==> src/rtl/core_pkg.sv <==
// Shared core constants used by the fetch stage and its testbench.
package core_pkg;

  localparam int unsigned XLEN = 32;
  localparam int unsigned ILEN = 32;

  // Canonical RISC-V NOP (addi x0, x0, 0), shown when no instruction is held
  localparam logic [ILEN-1:0] INSTR_NOP = 32'h0000_0013;

  localparam logic [XLEN-1:0] RESET_VECTOR = 32'h0000_0000;

endpackage

==> src/rtl/fetch_unit_if.sv <==
// Fetch-stage bus: instruction memory port, redirect input and decode handshake.
interface fetch_unit_if #(
  parameter int unsigned XLEN = 32
);

  logic [XLEN-1:0] imem_addr;
  logic [31:0]     imem_instr;
  logic            redirect_valid;
  logic [XLEN-1:0] redirect_pc;
  logic            out_valid;
  logic            out_ready;
  logic [XLEN-1:0] out_pc;
  logic [31:0]     out_instr;

  // Fetch unit side
  modport master (
    output imem_addr,
    output out_valid,
    output out_pc,
    output out_instr,
    input  imem_instr,
    input  redirect_valid,
    input  redirect_pc,
    input  out_ready
  );

  // Environment side (memory, decode, branch resolution)
  modport slave (
    input  imem_addr,
    input  out_valid,
    input  out_pc,
    input  out_instr,
    output imem_instr,
    output redirect_valid,
    output redirect_pc,
    output out_ready
  );

endinterface

==> src/rtl/fetch_queue.sv <==
// Small synchronous FIFO holding {pc, instr} pairs; flush empties it in one cycle.
module fetch_queue #(
  parameter int unsigned WIDTH = 64,
  parameter int unsigned DEPTH = 2
) (
  input  logic             clk,
  input  logic             rst,
  input  logic             push,
  input  logic             pop,
  input  logic             flush,
  input  logic [WIDTH-1:0] din,
  output logic [WIDTH-1:0] dout,
  output logic             full,
  output logic             empty
);

  localparam int unsigned PW = $clog2(DEPTH);

  logic [PW-1:0]    wr_ptr_q, wr_ptr_d;
  logic [PW-1:0]    rd_ptr_q, rd_ptr_d;
  logic [PW:0]      count_q, count_d;
  logic [WIDTH-1:0] mem_q [DEPTH];
  logic [WIDTH-1:0] mem_d [DEPTH];

  // Next pointers and occupancy; flush wins over any push/pop in the same cycle
  always_comb begin
    wr_ptr_d = wr_ptr_q;
    rd_ptr_d = rd_ptr_q;
    count_d  = count_q;
    if (flush) begin
      wr_ptr_d = '0;
      rd_ptr_d = '0;
      count_d  = '0;
    end else begin
      if (push) begin
        wr_ptr_d = wr_ptr_q + PW'(1);
      end else begin
        wr_ptr_d = wr_ptr_q;
      end
      if (pop) begin
        rd_ptr_d = rd_ptr_q + PW'(1);
      end else begin
        rd_ptr_d = rd_ptr_q;
      end
      count_d = count_q + {{PW{1'b0}}, push} - {{PW{1'b0}}, pop};
    end
  end

  // Storage write; pointers wrap naturally because DEPTH is a power of two
  always_comb begin
    mem_d = mem_q;
    if (push && !flush) begin
      mem_d[wr_ptr_q] = din;
    end else begin
      mem_d = mem_q;
    end
  end

  // State registers
  always_ff @(posedge clk) begin
    if (rst) begin
      wr_ptr_q <= '0;
      rd_ptr_q <= '0;
      count_q  <= '0;
      for (int i = 0; i < int'(DEPTH); i++) begin
        mem_q[i] <= '0;
      end
    end else begin
      wr_ptr_q <= wr_ptr_d;
      rd_ptr_q <= rd_ptr_d;
      count_q  <= count_d;
      mem_q    <= mem_d;
    end
  end

  // Status and head data
  always_comb begin
    dout  = mem_q[rd_ptr_q];
    full  = (count_q == (PW+1)'(DEPTH));
    empty = (count_q == '0);
  end

endmodule

==> src/rtl/fetch_unit.sv <==
// Instruction fetch stage: owns the PC, fills the fetch queue from the
// combinational instruction memory and hands {pc, instr} to decode.
module fetch_unit
  import core_pkg::*;
#(
  parameter int unsigned     XLEN     = 32,
  parameter logic [XLEN-1:0] RESET_PC = 32'h0000_0000,
  parameter int unsigned     QDEPTH   = 2
) (
  input  logic          clk,
  input  logic          rst,
  fetch_unit_if.master  bus
);

  localparam int unsigned EW = XLEN + ILEN;

  logic [XLEN-1:0] pc_q, pc_d;
  logic            push_s;
  logic            pop_s;
  logic            out_valid_s;
  logic            full_s;
  logic            empty_s;
  logic [EW-1:0]   din_s;
  logic [EW-1:0]   dout_s;

  // Handshake: a redirect hides the head so nothing transfers that cycle;
  // a full queue may still accept a fetch when the head leaves simultaneously
  always_comb begin
    out_valid_s = !empty_s && !bus.redirect_valid;
    pop_s       = out_valid_s && bus.out_ready;
    push_s      = !rst && !bus.redirect_valid && (!full_s || pop_s);
    din_s       = {pc_q, bus.imem_instr};
  end

  // Next PC: redirect target (word aligned), sequential advance on a fetch, else hold
  always_comb begin
    pc_d = pc_q;
    if (bus.redirect_valid) begin
      pc_d = bus.redirect_pc & ~XLEN'(3);
    end else if (push_s) begin
      pc_d = pc_q + XLEN'(4);
    end else begin
      pc_d = pc_q;
    end
  end

  // PC register
  always_ff @(posedge clk) begin
    if (rst) begin
      pc_q <= RESET_PC;
    end else begin
      pc_q <= pc_d;
    end
  end

  fetch_queue #(
    .WIDTH (EW),
    .DEPTH (QDEPTH)
  ) u_queue (
    .clk   (clk),
    .rst   (rst),
    .push  (push_s),
    .pop   (pop_s),
    .flush (bus.redirect_valid),
    .din   (din_s),
    .dout  (dout_s),
    .full  (full_s),
    .empty (empty_s)
  );

  // Outputs: memory address tracks the PC; an empty queue presents pc=0 / NOP
  always_comb begin
    bus.imem_addr = pc_q;
    bus.out_valid = out_valid_s;
    if (!empty_s) begin
      bus.out_pc    = dout_s[EW-1:ILEN];
      bus.out_instr = dout_s[ILEN-1:0];
    end else begin
      bus.out_pc    = '0;
      bus.out_instr = INSTR_NOP;
    end
  end

endmodule
==> src/flat_wrapper.sv <==
// flat-port wrapper written by rule: the top's interface ports become plain ports
module fetch_unit_flat import core_pkg::*;
#(
  parameter int unsigned     XLEN     = 32,
  parameter logic [XLEN-1:0] RESET_PC = 32'h0000_0000,
  parameter int unsigned     QDEPTH   = 2
)
  (clk, rst, bus_imem_addr, bus_out_valid, bus_out_pc, bus_out_instr, bus_imem_instr, bus_redirect_valid, bus_redirect_pc, bus_out_ready);
  fetch_unit_if #(.XLEN(XLEN)) bus_i ();
  input  logic clk;
  input  logic rst;
  output wire logic [$bits(bus_i.imem_addr)-1:0] bus_imem_addr;
  output wire logic [$bits(bus_i.out_valid)-1:0] bus_out_valid;
  output wire logic [$bits(bus_i.out_pc)-1:0] bus_out_pc;
  output wire logic [$bits(bus_i.out_instr)-1:0] bus_out_instr;
  input wire logic [$bits(bus_i.imem_instr)-1:0] bus_imem_instr;
  input wire logic [$bits(bus_i.redirect_valid)-1:0] bus_redirect_valid;
  input wire logic [$bits(bus_i.redirect_pc)-1:0] bus_redirect_pc;
  input wire logic [$bits(bus_i.out_ready)-1:0] bus_out_ready;
  assign bus_imem_addr = bus_i.imem_addr;
  assign bus_out_valid = bus_i.out_valid;
  assign bus_out_pc = bus_i.out_pc;
  assign bus_out_instr = bus_i.out_instr;
  assign bus_i.imem_instr = bus_imem_instr;
  assign bus_i.redirect_valid = bus_redirect_valid;
  assign bus_i.redirect_pc = bus_redirect_pc;
  assign bus_i.out_ready = bus_out_ready;
  fetch_unit #(.XLEN(XLEN), .RESET_PC(RESET_PC), .QDEPTH(QDEPTH)) u_core (.clk(clk), .rst(rst), .bus(bus_i));
endmodule
==> config.mk <==
export PLATFORM = sky130hd
export DESIGN_NAME = fetch_unit_flat
export DESIGN_NICKNAME = d
export VERILOG_FILES = /design/src/rtl/core_pkg.sv /design/src/rtl/fetch_unit_if.sv /design/src/rtl/fetch_queue.sv /design/src/rtl/fetch_unit.sv /design/src/flat_wrapper.sv
export SDC_FILE = /design/constraint.sdc
export NUM_CORES = 1
export LEC_CHECK = 0
export CORE_ASPECT_RATIO = 1.1
export CORE_MARGIN = 4
export CORE_UTILIZATION = 50
export DETAILED_ROUTE_END_ITERATION = 8
export PLACE_DENSITY = 0.8
export RECOVER_POWER = 50
export SLEW_MARGIN = 20
export SYNTH_ARGS = -nofsm -noshare
export SYNTH_HDL_FRONTEND = slang
export SYNTH_SLANG_ARGS = --single-unit
==> constraint.sdc <==
create_clock -name clk -period 2.9 [get_ports clk]
set_input_delay 0.29 -clock clk [delete_from_list [all_inputs] [get_ports clk]]
set_output_delay 0.29 -clock clk [all_outputs]
set_load 0.02 [all_outputs]
==> impl_metrics.csv <==
group,metric,value,unit
status,outcome,"complete, no violations",
critical_path,reg2reg_depth,5,
clock_network,clock_latency,0.43,ns
global_routing,grt_pass1_vias,6643,
die,io-pin-count,165,
synthesis,synth_top_area_share,43.5,%
synthesis,async_reset_ff_share,0,%
critical_path,worstSetupPathType,"primary input to flip-flop",
critical_path,cp-end-kind,"flip-flop",
synthesis,netlist_instances,952,
synthesis,synth_area_leaders,"dfxtp_1 43%, nand2_1 14%, a21oi_1 8.7%",
critical_path,critical-path-top-cell-by-count,"buf_4",
detailed_routing,viasPerCell,5.51,
sta,slew_headroom,16.3,%
place,port-buffer-count,158,
worst_hold_path,whs_path_depth,3,
synthesis,muxShareOfSynthArea,8.53,%
critical_path,cp_cell_sequence,"dlygate4sd3_1, buf_4, nor2_1, buf_4, and3_2, clkbuf_1, nand2_1, a21oi_1",
clock_network,cts-buffers-inserted,17,
place,placedCellCount,1247,
detailed_routing,drt_iter0_drc,453,
sta,hold_viol,0,
sta,fin_skew,0.0125,ns
clock_network,max-clock-path-buffers,2,
die,die_h,135,um
synthesis,yosysSeqAreaShare,43.5,%
detailed_routing,ant_nets,0,
synthesis,yosys.area_share.adder,0.516,%
cells_and_area,fill_cells,1165,
place,gp_congestion,0.855,
global_routing,antenna_found_initial,0,
synthesis,synthXorXnorAreaFrac,1.56,%
synthesis,synth_ff_type,"dfxtp_1",
critical_path,cp_max_fo,23,
synthesis,netlist_area,7280,sq um
die,die_area,16600,sq um
clock_network,clkTransAtPathRegs,0.06,ns
sta,period_share,89.0,%
synthesis,yosys_warnings,0,
die,core,14000,sq um
synthesis,synth-compound-area-share,14.3,%
synthesis,synth_top_family_by_area,"simple AND/OR/NAND/NOR gates",
global_routing,grt_first_pass_wirelength,32500,um
critical_path,cp.arrival,2.94,ns
clock_network,post-cts-setup-buffer-count,0,
global_routing,overflow,0,
detailed_routing,dr.pass1.iters,5,
clock_network,tritoncts,"yes",
critical_path,worstSetupStartpointType,"primary input",
synthesis,yosys.area.top_type,"dfxtp_1",
sta,finalSetupViolations,0,
cells_and_area,area_growth,32.7,%
critical_path,slowest_stage,"clkbuf_1",
synthesis,syn_area_per_cell,7.64,sq um
die,die_w,123,um
critical_path,cp_top_family,"buffers and inverters",
sta,min_period,2.58,ns
critical_path,cp.depth,8,
sta,fmax,387,MHz
clock_network,cts_hold_buf,0,
sta,finalSetupTns,0,ns
pwr,power_leakage,0.00314,uW
sta,worst_pin_slew,1.26,ns
pwr,power_density,552,nW/um^2
cells_and_area,diodes,0,
detailed_routing,drc,0,
synthesis,synth_edf_count,0,
synthesis,yosys.area_share.simple,26.7,%
place,place_hpwl,13500,um
cells_and_area,final_cells,1279,
global_routing,grt_max_degree,63,
detailed_routing,drt-total-wl,20500,um
clock_network,cts_root_buf,"clkbuf_16",
die,start_util,51.9,%
synthesis,synth_cell_types,47,
synthesis,synth_seq_cells,158,
sta,rsz0062_at_grt,"false",
cells_and_area,drive_gt1_share,6.32,%
detailed_routing,vias,7050,
clock_network,cts_sinks,158,
sta,maxSlewViolCount,0,
sta,hold_ws,0.299,ns
critical_path,path_buf_inv,4,
worst_hold_path,hp-class,"primary input to flip-flop",
run,cap_viol_max_count,0,
clock_network,h-tree-depth,4,
clock_network,cts.repair.resized,0,
critical_path,worst_path_largest_cell_delay,0.92,ns
critical_path,crit_required,3.26,ns
detailed_routing,drt-wirelength-per-cell,16.0,um
global_routing,track_usage,24.4,%
cells_and_area,nNetsFinal,1149,
pwr,irDropWorstVdd,0.000419,V
die,rows,45,
layer usage:
metal | routed length [um] | up-vias | GRT usage, % | share of wire [%]
met3 | 1680 | 34 | 6.20 | 8.2
met5 | 0 | - | 0 | 0
met2 | 9610 | 287 | 38.7 | 47
met4 | 350 | 0 | 9.35 | 1.7
li1 | - | 3488 | - | -
met1 | 8810 | 3241 | 32.0 | 43
report_power, final:
group | leakage (uW) | switching (uW) | internal [uW]
clock | 0.000322 | 859 | 1610
sequential | 0.00129 | 95.6 | 2250
combinational | 0.00153 | 287 | 235
total | 0.00314 | 1240 | 4090
area by class of cell:
class                   count  area [sq um]  area share, %
inverters                   3          11.3          0.117
clock inverters            12           215           2.23
clock buffers              20           437           4.52
repair buffers            186          1810           18.7
well taps                 188           235           2.44
multi-input cells         712          3780           39.2
flip-flops and latches    158          3170           32.8
synth_stat cells, types with 2 or more instances:
cell type,number
dfxtp_1,158
and2_1,4
clkbuf_1,61
nor3_1,7
ha_1,3
and4_1,3
buf_4,4
nor3b_1,3
mux2i_1,62
a311oi_1,15
and3_1,4
nand3_1,19
buf_1,5
nor4_1,8
xnor2_1,6
nand2_1,270
nand4_1,13
or3_1,4
a211oi_1,9
nor2_1,92
or4_1,11
a31oi_1,2
xor2_1,7
a21oi_1,127
o31ai_1,12
inv_1,2
o41ai_1,4
o21ai_0,6
o21bai_1,2
buf_2,11
or2_2,2
sequential cells by signal, summed over array words and instances (netlist names):
| name | count |
|---|---|
| u_core.u_queue.mem_q | 124 |
| u_core.bus.imem_addr | 30 |
| u_core.u_queue.count_q | 2 |
| u_core.u_queue.rd_ptr_q | 1 |
| u_core.u_queue.wr_ptr_q | 1 |
placed cells by master (no fill, tap or decap), types with 5 or more instances in the layout:
cell,count
a211oi_1,9
a21oi_1,127
a311oi_1,15
buf_4,20
bufinv_16,6
clkbuf_1,5
clkbuf_16,17
clkdlybuf4s50_1,129
dfxtp_1,157
dlygate4sd3_1,28
mux2i_1,62
nand2_1,270
nand3_1,18
nand4_1,13
nor2_1,91
nor3_1,7
nor4_1,8
o21ai_0,6
o31ai_1,12
or4_1,11
xnor2_1,6
xor2_1,7
cells by family (layout without fill, tap and decap cells):
group | after synthesis | after routing
simple gates | 450 | 450
compound gates | 180 | 180
flops | 158 | 158
buf+inv | 85 | 221
mux | 62 | 62
xor+xnor | 13 | 13
fa+ha+maj | 3 | 3
other cells | 1 | 4
through the flow:
stage	setup slack [ns]	power, uW	utilization, %	instance area (sq um)
global route	0.136	5510	68.9	9650
detailed placement	0.338	2920	64.5	9040
CTS	0.323	5370	69.1	9690
global placement	0.423	2910	64.5	9040
floorplan	0.680	2650	-	7290
finish	0.319	5330	68.9	9650
path summary, 6_finish.rpt:
| check | startpoint | to | slack [ns] |
|---|---|---|---|
| setup reg to reg | u_core.u_queue.count_q[1]$_SDFF_PP0_ | u_core.u_queue.mem_q[75]$_SDFFE_PP0P_ | 0.36 |
| setup / recovery | bus_redirect_valid | u_core.u_queue.mem_q[47]$_SDFFE_PP0P_ | 0.32 |
| hold / removal | rst | u_core.u_queue.rd_ptr_q$_SDFFE_PP0P_ | 0.30 |
| hold reg to reg | u_core.u_queue.mem_q[87]$_SDFFE_PP0P_ | u_core.u_queue.mem_q[87]$_SDFFE_PP0P_ | 0.45 |
worst register-to-register path, stage by stage, from the launching register on:
cell	delay, ns
dfxtp_1	0.51
nor3b_1	0.88
nor3_1	0.22
clkbuf_2	0.51
nand2_1	0.21
a21oi_1	0.08
Note: power is estimated with default switching activity, not from simulation.
